## src/rtl/uart_pkg.sv

```systemverilog
// Shared UART definitions used by uart_send and uart_recv.
// UART_SEND_PARITY_EN adds the PARITY state to the transmit state enum.
package uart_pkg;

    localparam int CLKS_PER_BIT_DEFAULT = 10416;
    localparam int DATA_BITS            = 8;

`ifdef UART_SEND_PARITY_EN
    typedef enum logic [2:0] {
        TX_IDLE   = 3'd0,
        TX_START  = 3'd1,
        TX_DATA   = 3'd2,
        TX_STOP   = 3'd3,
        TX_PARITY = 3'd4
    } tx_state_t;
`else
    typedef enum logic [2:0] {
        TX_IDLE  = 3'd0,
        TX_START = 3'd1,
        TX_DATA  = 3'd2,
        TX_STOP  = 3'd3
    } tx_state_t;
`endif

endpackage

```

## src/rtl/uart_baud_tick.sv

```systemverilog
// Bit-period counter: counts 0..CLKS_PER_BIT-1 and flags the last cycle of each bit.
// Holding clear keeps the count at 0, so every frame starts on a fresh bit boundary.
module uart_baud_tick #(
    parameter int CLKS_PER_BIT = 4
) (
    input  logic clk,
    input  logic rst,
    input  logic clear,
    output logic tick
);

    localparam int CNT_W = (CLKS_PER_BIT > 1) ? $clog2(CLKS_PER_BIT) : 1;
    localparam logic [CNT_W-1:0] LAST = CNT_W'(CLKS_PER_BIT - 1);

    logic [CNT_W-1:0] r_cnt;
    logic             w_tick;

    assign w_tick = (r_cnt == LAST);
    assign tick   = w_tick;

    always_ff @(posedge clk) begin
        if (rst) begin
            r_cnt <= '0;
        end else if (clear || w_tick) begin
            r_cnt <= '0;
        end else begin
            r_cnt <= r_cnt + 1'b1;
        end
    end

endmodule

```

## src/rtl/uart_send.sv

```systemverilog
// UART transmitter, 8N1 (8E1 when UART_SEND_PARITY_EN is defined); tx is registered.
// States: IDLE waits for send, START/DATA/PARITY/STOP each hold tx for one bit period.
module uart_send
    import uart_pkg::*;
#(
    parameter int CLKS_PER_BIT = CLKS_PER_BIT_DEFAULT
) (
    input  logic       clk,
    input  logic       rst,
    input  logic [7:0] data,
    input  logic       send,
    output logic       ready,
    output logic       tx
);

    localparam int BIT_W = $clog2(DATA_BITS);
    localparam logic [BIT_W-1:0] LAST_BIT = BIT_W'(DATA_BITS - 1);

    tx_state_t        r_state;
    tx_state_t        w_state_next;
    logic [7:0]       r_shift;
    logic [7:0]       w_shift_next;
    logic [BIT_W-1:0] r_bit_cnt;
    logic [BIT_W-1:0] w_bit_next;
    logic             r_tx;
    logic             w_tx_next;
    logic             w_clear;
    logic             w_tick;

`ifdef UART_SEND_PARITY_EN
    logic             r_parity;
    logic             w_parity_next;
`endif

    uart_baud_tick #(
        .CLKS_PER_BIT(CLKS_PER_BIT)
    ) u_baud (
        .clk  (clk),
        .rst  (rst),
        .clear(w_clear),
        .tick (w_tick)
    );

    assign ready = (r_state == TX_IDLE);
    assign tx    = r_tx;

    always_ff @(posedge clk) begin
        if (rst) begin
            r_state   <= TX_IDLE;
            r_shift   <= '0;
            r_bit_cnt <= '0;
            r_tx      <= 1'b1;
`ifdef UART_SEND_PARITY_EN
            r_parity  <= 1'b0;
`endif
        end else begin
            r_state   <= w_state_next;
            r_shift   <= w_shift_next;
            r_bit_cnt <= w_bit_next;
            r_tx      <= w_tx_next;
`ifdef UART_SEND_PARITY_EN
            r_parity  <= w_parity_next;
`endif
        end
    end

    // tx is the registered form of the next-state output, so the line never glitches
    always_comb begin
        w_state_next = r_state;
        w_shift_next = r_shift;
        w_bit_next   = r_bit_cnt;
        w_tx_next    = r_tx;
        w_clear      = 1'b0;
`ifdef UART_SEND_PARITY_EN
        w_parity_next = r_parity;
`endif
        case (r_state)
            TX_IDLE: begin
                w_clear   = 1'b1;
                w_tx_next = 1'b1;
                if (send) begin
                    w_state_next = TX_START;
                    w_shift_next = data;
                    w_bit_next   = '0;
                    w_tx_next    = 1'b0;
`ifdef UART_SEND_PARITY_EN
                    w_parity_next = ^data;
`endif
                end
            end
            TX_START: begin
                if (w_tick) begin
                    w_state_next = TX_DATA;
                    w_tx_next    = r_shift[0];
                end
            end
            TX_DATA: begin
                if (w_tick) begin
                    if (r_bit_cnt == LAST_BIT) begin
`ifdef UART_SEND_PARITY_EN
                        w_state_next = TX_PARITY;
                        w_tx_next    = r_parity;
`else
                        w_state_next = TX_STOP;
                        w_tx_next    = 1'b1;
`endif
                    end else begin
                        w_shift_next = r_shift >> 1;
                        w_bit_next   = r_bit_cnt + 1'b1;
                        w_tx_next    = r_shift[1];
                    end
                end
            end
`ifdef UART_SEND_PARITY_EN
            TX_PARITY: begin
                if (w_tick) begin
                    w_state_next = TX_STOP;
                    w_tx_next    = 1'b1;
                end
            end
`endif
            TX_STOP: begin
                if (w_tick) begin
                    w_state_next = TX_IDLE;
                    w_tx_next    = 1'b1;
                end
            end
            default: begin
                w_state_next = TX_IDLE;
                w_tx_next    = 1'b1;
                w_clear      = 1'b1;
            end
        endcase
    end

endmodule

```

## config.mk

```make
export PLATFORM = sky130hd
export DESIGN_NAME = uart_send
export DESIGN_NICKNAME = d
export VERILOG_FILES = /design/src/rtl/uart_pkg.sv /design/src/rtl/uart_baud_tick.sv /design/src/rtl/uart_send.sv
export SDC_FILE = /design/constraint.sdc
export NUM_CORES = 1
export LEC_CHECK = 0
export ABC_AREA = 0
export BUFFER_PORTS_ARGS = -buffer_cell sky130_fd_sc_hd__buf_2
export CAP_MARGIN = 20
export CORE_MARGIN = 1.5
export CORE_UTILIZATION = 60
export CTS_CLUSTER_SIZE = 16
export DETAILED_ROUTE_END_ITERATION = 10
export PLACE_DENSITY = 0.8
export SLEW_MARGIN = 20
export SYNTH_ARGS = -nofsm -noshare
export SYNTH_HDL_FRONTEND = slang
export SYNTH_SLANG_ARGS = --single-unit
```

## constraint.sdc

```tcl
create_clock -name clk -period 6.13 [get_ports clk]
set_clock_uncertainty 0.05 [all_clocks]
set_input_delay 1.839 -clock clk [delete_from_list [all_inputs] [get_ports clk]]
set_output_delay 1.839 -clock clk [all_outputs]
set_load 0.05 [all_outputs]
```

After elaboration in Yosys (flattened, before gate mapping)
Index checks and enable logic that the tools add are counted.
Storage, ports and cells
  logic and storage cells: 47
  output and inout bits: 2
  register bits after elaboration: 29
Cells by class
  reduce and logical (&&, ||, !) cells: 8
  $add $sub $neg: 2
  multiplexer cells: 21
  equality and inequality tests: 11
Operators with widths (count)
  $mux W3: 8
  $mux W8: 3
  $pmux W8 S2: 1
  $add A14 B1 Y14 const B: 1
  $eq A14 B14 Y1 const B: 1
  $pmux W3 S4: 1
  $eq A3 B2 Y1 const B: 2
  $mux W1: 6
  $ne A2 B1 Y1 const B: 3
  $ne A2 B2 Y1 const B: 3
  $pmux W3 S2: 1
  $reduce_and A5 Y1: 1
  $pmux W1 S4: 1
  $reduce_and A4 Y1: 1
  $add A3 B1 Y3 const B: 1
  $eq A3 B1 Y1 const B: 1
  $eq A3 B3 Y1 const B: 1
  $logic_not A3 Y1: 1
  $reduce_and A3 Y1: 1
  $reduce_or A3 Y1: 1
  $reduce_bool A2 Y1: 1
  $reduce_or A2 Y1: 1
  $logic_or A1 B1 Y1: 1

Longest topological paths before layout
Gate-level depths: netlist of the first run.
  word-level depth: 5
  mapped depth: 8

Hierarchy
From an unflattened synthesis of the first run, not the netlist that was laid out.
Unflattened totals
  cell total of the unflattened synthesis: 145
  area, all modules: 1368.8 um2
By module, submodules not included
  uart_send: area each 748.2 um2, cells an instance 76, times used 1
  uart_baud_tick: area each 620.6 um2, cells an instance 69, times used 1

Worst setup path after synthesis of the first run
Ideal clock, no wire load.
  kind: in2reg
  start: in send
  end: reg r_shift[0]
  setup slack: 3.184 ns
  arrival time: 2.833 ns
  stages on the path: 5
  data required time: 6.017 ns
  path through: mux2i_1 -> clkbuf_1 -> buf_1 -> a32oi_1 -> nand3_1
On the way
  word-level cells in the longest chain between the ends: 2
Ends and longest elaborated chain
  start, declared: line uart_send.sv:11  | input logic send,
  $ne A2 B2 Y1 (no source line)
  $reduce_and A4 Y1 (no source line)
  end signal, assigned: line uart_send.sv:58  | r_shift <= w_shift_next;
  end, declared: line uart_send.sv:21  | logic [7:0] r_shift;
Every way passes these cells.
A chain may end at the register's enable or synchronous reset.

Worst setup path after layout of the first run
  start: reg r_state[0]
  end: out ready
On the way
  word-level cells in the longest chain between the ends: 1
Ends and longest elaborated chain
  start, declared: line uart_send.sv:19  | tx_state_t r_state;
  start signal, assigned: line uart_send.sv:57  | r_state <= w_state_next;
  $logic_not A3 Y1: line uart_send.sv:44  | assign ready = (r_state == TX_IDLE);
  end, declared: line uart_send.sv:12  | output logic ready,
Every way passes these cells.

==> results of run 1 <==
## stage by stage
step                      hold slack, ns  instances  worst slack [ns]  instance area, sq um
after CTS                          0.442        228              2.79                  1730
after global placement             0.394        224              2.99                  1680
final                              0.435        228              2.79                  1730
after detailed placement           0.409        224              2.96                  1680
after floorplan                    0.380        195              3.18                  1630
after global routing               0.477        228              2.68                  1730
## where the power goes
| group | internal [mW] | switching, mW | total [mW] | leakage [nW] |
|---|---|---|---|---|
| clock network | 0.0663 | 0.0583 | 0.125 | 0.0279 |
| registers | 0.211 | 0.0257 | 0.237 | 0.228 |
| logic | 0.0578 | 0.106 | 0.164 | 0.327 |
## synth_stat cells (2+ instances only)
cell      instances  share of area [%]
a32oi_1           7                3.8
buf_1             3               0.69
buf_2             2               0.61
clkbuf_1          9                2.1
dfxtp_1          28                 34
ha_1              9                6.9
inv_1             5                1.2
mux2i_1           9                5.5
nand2_1           8                1.8
nand3_1          20                6.1
nand3b_1          7                3.2
nand4_1          14                5.4
nor2_1           27                6.2
nor2b_1           3                1.2
nor3_1            6                1.8
nor4_1            5                1.9
o211ai_1          3                1.4
o311ai_1          2                1.1
or4_1             3                1.4
xnor2_1          10                5.4
xor2_1            2                1.1
## cells by family (layout without fill, tap and decap cells)
family                   after synthesis  in the layout  share of synthesized area, %
AO/OA/AOI/OAI                         17             17                          8.76
XOR/XNOR                              12             12                          6.46
adder cells (fa/ha/maj)                9              9                          6.92
buffers and inverters                 20             23                          4.77
flip-flops                            28             28                          34.4
multiplexers                           9              9                          5.53
AND/OR/NAND/NOR                      100            100                          33.1
## per-layer routing
layer  global-route usage (%)  vias up  wire length [um]
li1                         -      722                 -
met1                     28.0      695              1500
met2                     43.7       30              1710
met3                     5.65        6               130
met4                     6.10        0                35
met5                        0        -                 0
## path summary, 6_finish.rpt
kind	startpoint	slack [ns]	end	cells past startpoint
min reg2reg	u_baud.r_cnt[0]	0.43	u_baud.r_cnt[0]	1
min	u_baud.r_cnt[0]	0.43	u_baud.r_cnt[0]	1
max	r_state[0]	2.79	ready	3
max reg2reg	r_bit_cnt[0]	3.49	r_bit_cnt[2]	6
## flip-flops by register name (all words and copies together), names as in the netlist
register,count
u_baud.r_cnt,14
r_shift,8
r_bit_cnt,3
r_state,2
tx,1
## layout by cell type, fill, tap and decap left out, types with 3 or more instances in the layout
cell	n
a32oi_1	7
dfxtp_1	28
ha_1	8
mux2i_1	9
nand3b_1	7
nand3_1	20
o211ai_1	3
xnor2_1	10
nor2b_1	3
nor2_1	27
nor4_1	5
inv_1	5
clkbuf_4	3
nor3_1	6
or4_1	3
nand2_1	8
buf_2	12
nand4_1	14
## layout make-up
type	instances	area share (%)
clock buffers	3	1.30
well taps	30	2.17
inverters	6	1.30
flip-flops and latches	28	32.3
repair buffers	13	3.90
clock inverters	1	1.73
multi-input cells	147	57.3
==> key figures, run 1 <==
Outcome
  • Status: finished clean

Yosys
  • Synth Warn #: 0
  • Mean cell area of the mapped netlist: 8.35 sq um
  • Syn_nets: 215
  • Register bit total from synthesis: 28
  • Mapped Cells: 195
  • Synthesized area: 0.00163 sq mm
  • Post-synth EDFFs: 0
  • Top_reg_cell synth: dfxtp_1
  • Async SR Flop Fraction: 0%
  • Seq/Total Area, Yosys: 34.4%
  • Number of distinct library cells after synthesis: 34

Floorplanning
  • Starting Density: 64.5%
  • Core box area: 0.00252 sq mm
  • Die H: 55.1 um
  • Core Rows: 18
  • Ports: 13
  • Die width: 55.1 um
  • Die ar.: 0.00303 sq mm

Setup path
  • Max stage delay cell, worst path: dfxtp_1
  • Worst Setup Start Kind: register
  • Required @ worst endpoint: 4.24 ns
  • Worst-path cell chain: inv_1, ha_1, buf_2
  • Delay of the slowest critical-path stage: 0.37 ns
  • CP Buf/Inv Count: 2
  • CP arrival: 1.45 ns
  • Crit-path leading delay family: buffers and inverters
  • CP endpoint kind: output port
  • Crit path max fanout: 5
  • Critical path class: reg -> out

GRT
  • Largest net degree at the start of global routing: 32
  • Antenna violations before repair: 0
  • Total GRT Usage: 24.0%
  • Total grt overflow: 0
  • First-pass GRT wire length: 5.30 mm
  • Vias in the first global route: 1241

Detailed routing
  • Via density: 6.37
  • DRT antenna net count: 0
  • WL/cell: 14.8 um
  • Final wirelength: 3.38 mm
  • DRT Pass-1 Iters: 4
  • DRC marker count from the first detailed-route iteration: 38
  • # DRC: 0
  • Detailed-route via count: 1453

Pwr
  • Power per Cell Area: 303 mW/mm^2
  • Static leakage: 0.583 nW
  • Pwr Total: 0.525 mW
  • Max IR drop VDD: 282 uV

Timing
  • Fmax: 299 MHz
  • Final Hold Vio Count: 0
  • Max-slew violation count: 0
  • RSZ-0062 raised after global routing: false
  • Fin Setup TNS: 0 ns
  • Worst slew pin tran: 0.585 ns
  • Period utilization: 54.5%
  • Max-slew headroom: 61.0%
  • Setup-violating endpoint count in the final report: 0
  • Period minus WS final: 3.34 ns

Min path
  • Min-delay worst type: reg -> reg

Clocking
  • Postcts setup bufs: 0
  • Clock sinks: 28
  • Post-CTS sizing: 0
  • Root buffer cell: clkbuf_4
  • Skew-Pair Late Insertion Delay: 0.34 ns
  • Htree depth: 1
  • TritonCTS clock tree: built
  • Max Root-Sink Buffers: 2
  • CTS Hold Bufs: 0
  • Worst-path clk slew: 0.16 ns
  • Number of buffers created by CTS: 3

Finish
  • Area delta synth->final: 6.46%
  • Area of the multi-input gates: 992 sq um
  • Util after Layout: 68.7%
  • Register Area: 561 sq um
  • Fillcell total: 219
  • Layout cells sized above 1: 10.6%
  • Final-stage net count: 219
  • N_diodes: 0

Run
  • Max_cap viols: 0

Placement
  • Detailed placement HPWL: 2.31 mm
  • Placer Congestion: 0.808
  • Port buffer count: 12
(Power assumes the default switching activity.)
==> inputs of run 2 (changes only) <==
--- a/config.mk
+++ b/config.mk
@@ -5,14 +5,14 @@
 export SDC_FILE = /design/constraint.sdc
 export NUM_CORES = 1
 export LEC_CHECK = 0
-export ABC_AREA = 0
+export ABC_AREA = 1
 export BUFFER_PORTS_ARGS = -buffer_cell sky130_fd_sc_hd__buf_2
 export CAP_MARGIN = 20
 export CORE_MARGIN = 1.5
-export CORE_UTILIZATION = 60
+export CORE_UTILIZATION = 58
 export CTS_CLUSTER_SIZE = 16
 export DETAILED_ROUTE_END_ITERATION = 10
-export PLACE_DENSITY = 0.8
+export PLACE_DENSITY = 0.78
 export SLEW_MARGIN = 20
 export SYNTH_ARGS = -nofsm -noshare
 export SYNTH_HDL_FRONTEND = slang
==> constraint.sdc (replaced) <==
create_clock -name clk -period 3.35 [get_ports clk]
set_clock_uncertainty 0.05 [all_clocks]
set_input_delay 1.005 -clock clk [delete_from_list [all_inputs] [get_ports clk]]
set_output_delay 1.005 -clock clk [all_outputs]
set_load 0.05 [all_outputs]
==> run 2 against run 1 <==
Effect of this change: wire length shrank 9.9%; critical path type unchanged; largest cell class unchanged; combinational power increased to 3.1 times the previous value; die area fell by 1.8%; largest power group is now combinational cells; synthesized cell count grew 8.2%; via count fell by 6.7%; sequential power increased by 88%; clock power is 15% higher; worst setup slack worse by 1.9 ns.
==> key figures, run 2 <==
Detailed routing
  • # DRC: 0
  • Final wirelength: 3.04 mm
  • DRC marker count from the first detailed-route iteration: 28
  • DRT antenna net count: 0
  • WL/cell: 12.0 um
  • DRT Pass-1 Iters: 4
  • Detailed-route via count: 1355
  • Via density: 5.33

Finish
  • Final-stage net count: 246
  • Most frequent cells in the layout: nand2_1 (38), nor2_1 (38), dfxtp_1 (28)
  • Fillcell total: 217
  • Layout cells sized above 1: 15.6%
  • Largest register FFs: 14
  • Top Registers: u_baud.r_cnt: 14 flops, r_shift: 8 flops, r_bit_cnt: 3 flops
  • Area of the multi-input gates: 858 sq um
  • Register Area: 561 sq um
  • N_diodes: 0
  • Area delta synth->final: 6.56%
  • Biggest register: u_baud.r_cnt

Clocking
  • TritonCTS clock tree: built
  • Max Root-Sink Buffers: 2
  • Root buffer cell: clkbuf_4
  • Post-CTS sizing: 0
  • Number of buffers created by CTS: 3
  • Worst-path clk slew: 0.15 ns
  • Htree depth: 1
  • CTS Hold Bufs: 0
  • Clock sinks: 28
  • Skew-Pair Late Insertion Delay: 0.34 ns
  • Postcts setup bufs: 0

Yosys
  • Mapped Cells: 211
  • Synth top area share: 36.3%
  • Post-synth EDFFs: 0
  • Register bit total from synthesis: 28
  • Area leader, netlist: dfxtp_1
  • Mean cell area of the mapped netlist: 7.32 sq um
  • Synth Warn #: 0
  • Syn_nets: 231
  • Post-synth top cells: nand2_1 (38), nor2_1 (38), dfxtp_1 (28)
  • Seq/Total Area, Yosys: 36.3%
  • Dominant cells by area after synthesis: dfxtp_1 (36%), nand2_1 (9.2%), nor2_1 (9.2%)
  • Async SR Flop Fraction: 0%
  • Number of distinct library cells after synthesis: 29
  • Synthesized area: 0.00154 sq mm
  • Top_reg_cell synth: dfxtp_1

Timing
  • Period utilization: 72.1%
  • Max-slew headroom: 59.0%
  • Final Hold Vio Count: 0
  • Max-slew violation count: 0
  • Fmax: 414 MHz
  • Period minus WS final: 2.42 ns
  • Setup-violating endpoint count in the final report: 0
  • Fin Setup TNS: 0 ns
  • Worst slew pin tran: 0.615 ns
  • RSZ-0062 raised after global routing: false

Setup path
  • Worst Setup Start Kind: register
  • Crit path max fanout: 5
  • CP endpoint kind: output port
  • Required @ worst endpoint: 2.29 ns
  • Critical path class: reg -> out
  • CP arrival: 1.36 ns

GRT
  • Antenna violations before repair: 0
  • First-pass GRT wire length: 4.99 mm
  • Vias in the first global route: 1231
  • Total GRT Usage: 22.7%
  • Largest net degree at the start of global routing: 15
  • Total grt overflow: 0

Placement
  • Placer Congestion: 0.882
  • Port buffer count: 12
  • Detailed placement HPWL: 2.30 mm

Floorplanning
  • Die width: 54.6 um
  • Core Rows: 18
  • Starting Density: 61.8%
  • Ports: 13
  • Core box area: 0.00250 sq mm
  • Die ar.: 0.00298 sq mm
  • Die H: 54.6 um

Pwr
  • P_int: 0.619 mW
  • Clock network power share: 13.2%
  • Comb power frac: 46.1%
  • Max IR drop VDD: 684 uV
  • Sw frac: 43.3%
  • Power per Cell Area: 664 mW/mm^2
  • Switch Pwr: 0.473 mW
  • Pwr Total: 1.09 mW
  • Sequential share of power: 40.7%
  • Static leakage: 0.719 nW

Min path
  • Min-delay worst type: reg -> reg

Run
  • Max_cap viols: 0

Outcome
  • Status: finished clean
## run 2: changes by cell type in the layout (fill, tap and decap cells not counted), moves of 5 or more
cell	before	now
a21oi_1	0	11
a32oi_1	7	0
inv_1	5	21
nand2_1	8	38
nand3_1	20	14
nand3b_1	7	1
nand4_1	14	9
nor2_1	27	38
nor2_2	0	6
nor4_1	5	0
xnor2_1	10	0
## run 2: cell type report
| class | instances | area share (%) |
|---|---|---|
| multi-input combinational | 154 | 52.2 |
| clock buffer | 3 | 1.37 |
| inverter | 27 | 6.46 |
| timing repair buffer | 12 | 3.65 |
| tap | 30 | 2.28 |
| sequential | 28 | 34.1 |
## run 2: path summary, 6_finish.rpt
check	from	end	slack [ns]	cells after the start
setup / recovery	r_state[0]	ready	0.93	3
hold reg to reg	u_baud.r_cnt[0]	u_baud.r_cnt[0]	0.41	1
setup reg to reg	r_state[0]	r_bit_cnt[0]	1.18	10
hold / removal	u_baud.r_cnt[0]	u_baud.r_cnt[0]	0.41	1
## run 2: cell families after synthesis
group,synth area share (%)
and+or+nand+nor,35.6
xor gates and xnor gates,1.70
DFF,36.3
muxes,3.89
adders and majority gates,7.29
AOI/OAI and AO/OA,7.13
buffers and inverters,8.10
## run 2: stage by stage
step	cell area [sq um]	cells	util [%]	setup WS [ns]	hold WS, ns
2_1_floorplan	1540	211	-	1.39	0.368
3_3_place_gp	1620	251	64.9	1.37	0.383
3_5_place_dp	1620	251	64.9	1.25	0.394
4_1_cts	1650	254	65.8	0.934	0.414
5_1_grt	1650	254	65.8	0.884	0.442
6_report	1650	254	65.8	0.934	0.409
## run 2: power by group through the flow
stage | combinational (mW) | sequential [mW] | clock (mW)
5_1_grt | 0.557 | 0.453 | 0.150
2_1_floorplan | 0.404 | 0.463 | 0
6_report | 0.504 | 0.445 | 0.144
3_3_place_gp | 0.481 | 0.449 | 0
4_1_cts | 0.503 | 0.445 | 0.147
3_5_place_dp | 0.500 | 0.453 | 0
## run 2: layer usage
metal / vias to the layer above / GRT usage (%) / part of all wire (%)
li1: 708 / - / -
met1: 602 / 29.9 / 47
met2: 34 / 37.1 / 47
met3: 11 / 3.28 / 3.6
met4: 0 / 9.17 / 2.0
met5: - / 0 / 0
## run 2: critical path: stages (launching register included)
cell     delay (ns)
dfxtp_1        0.44
inv_1          0.12
ha_1           0.24
buf_2          0.22
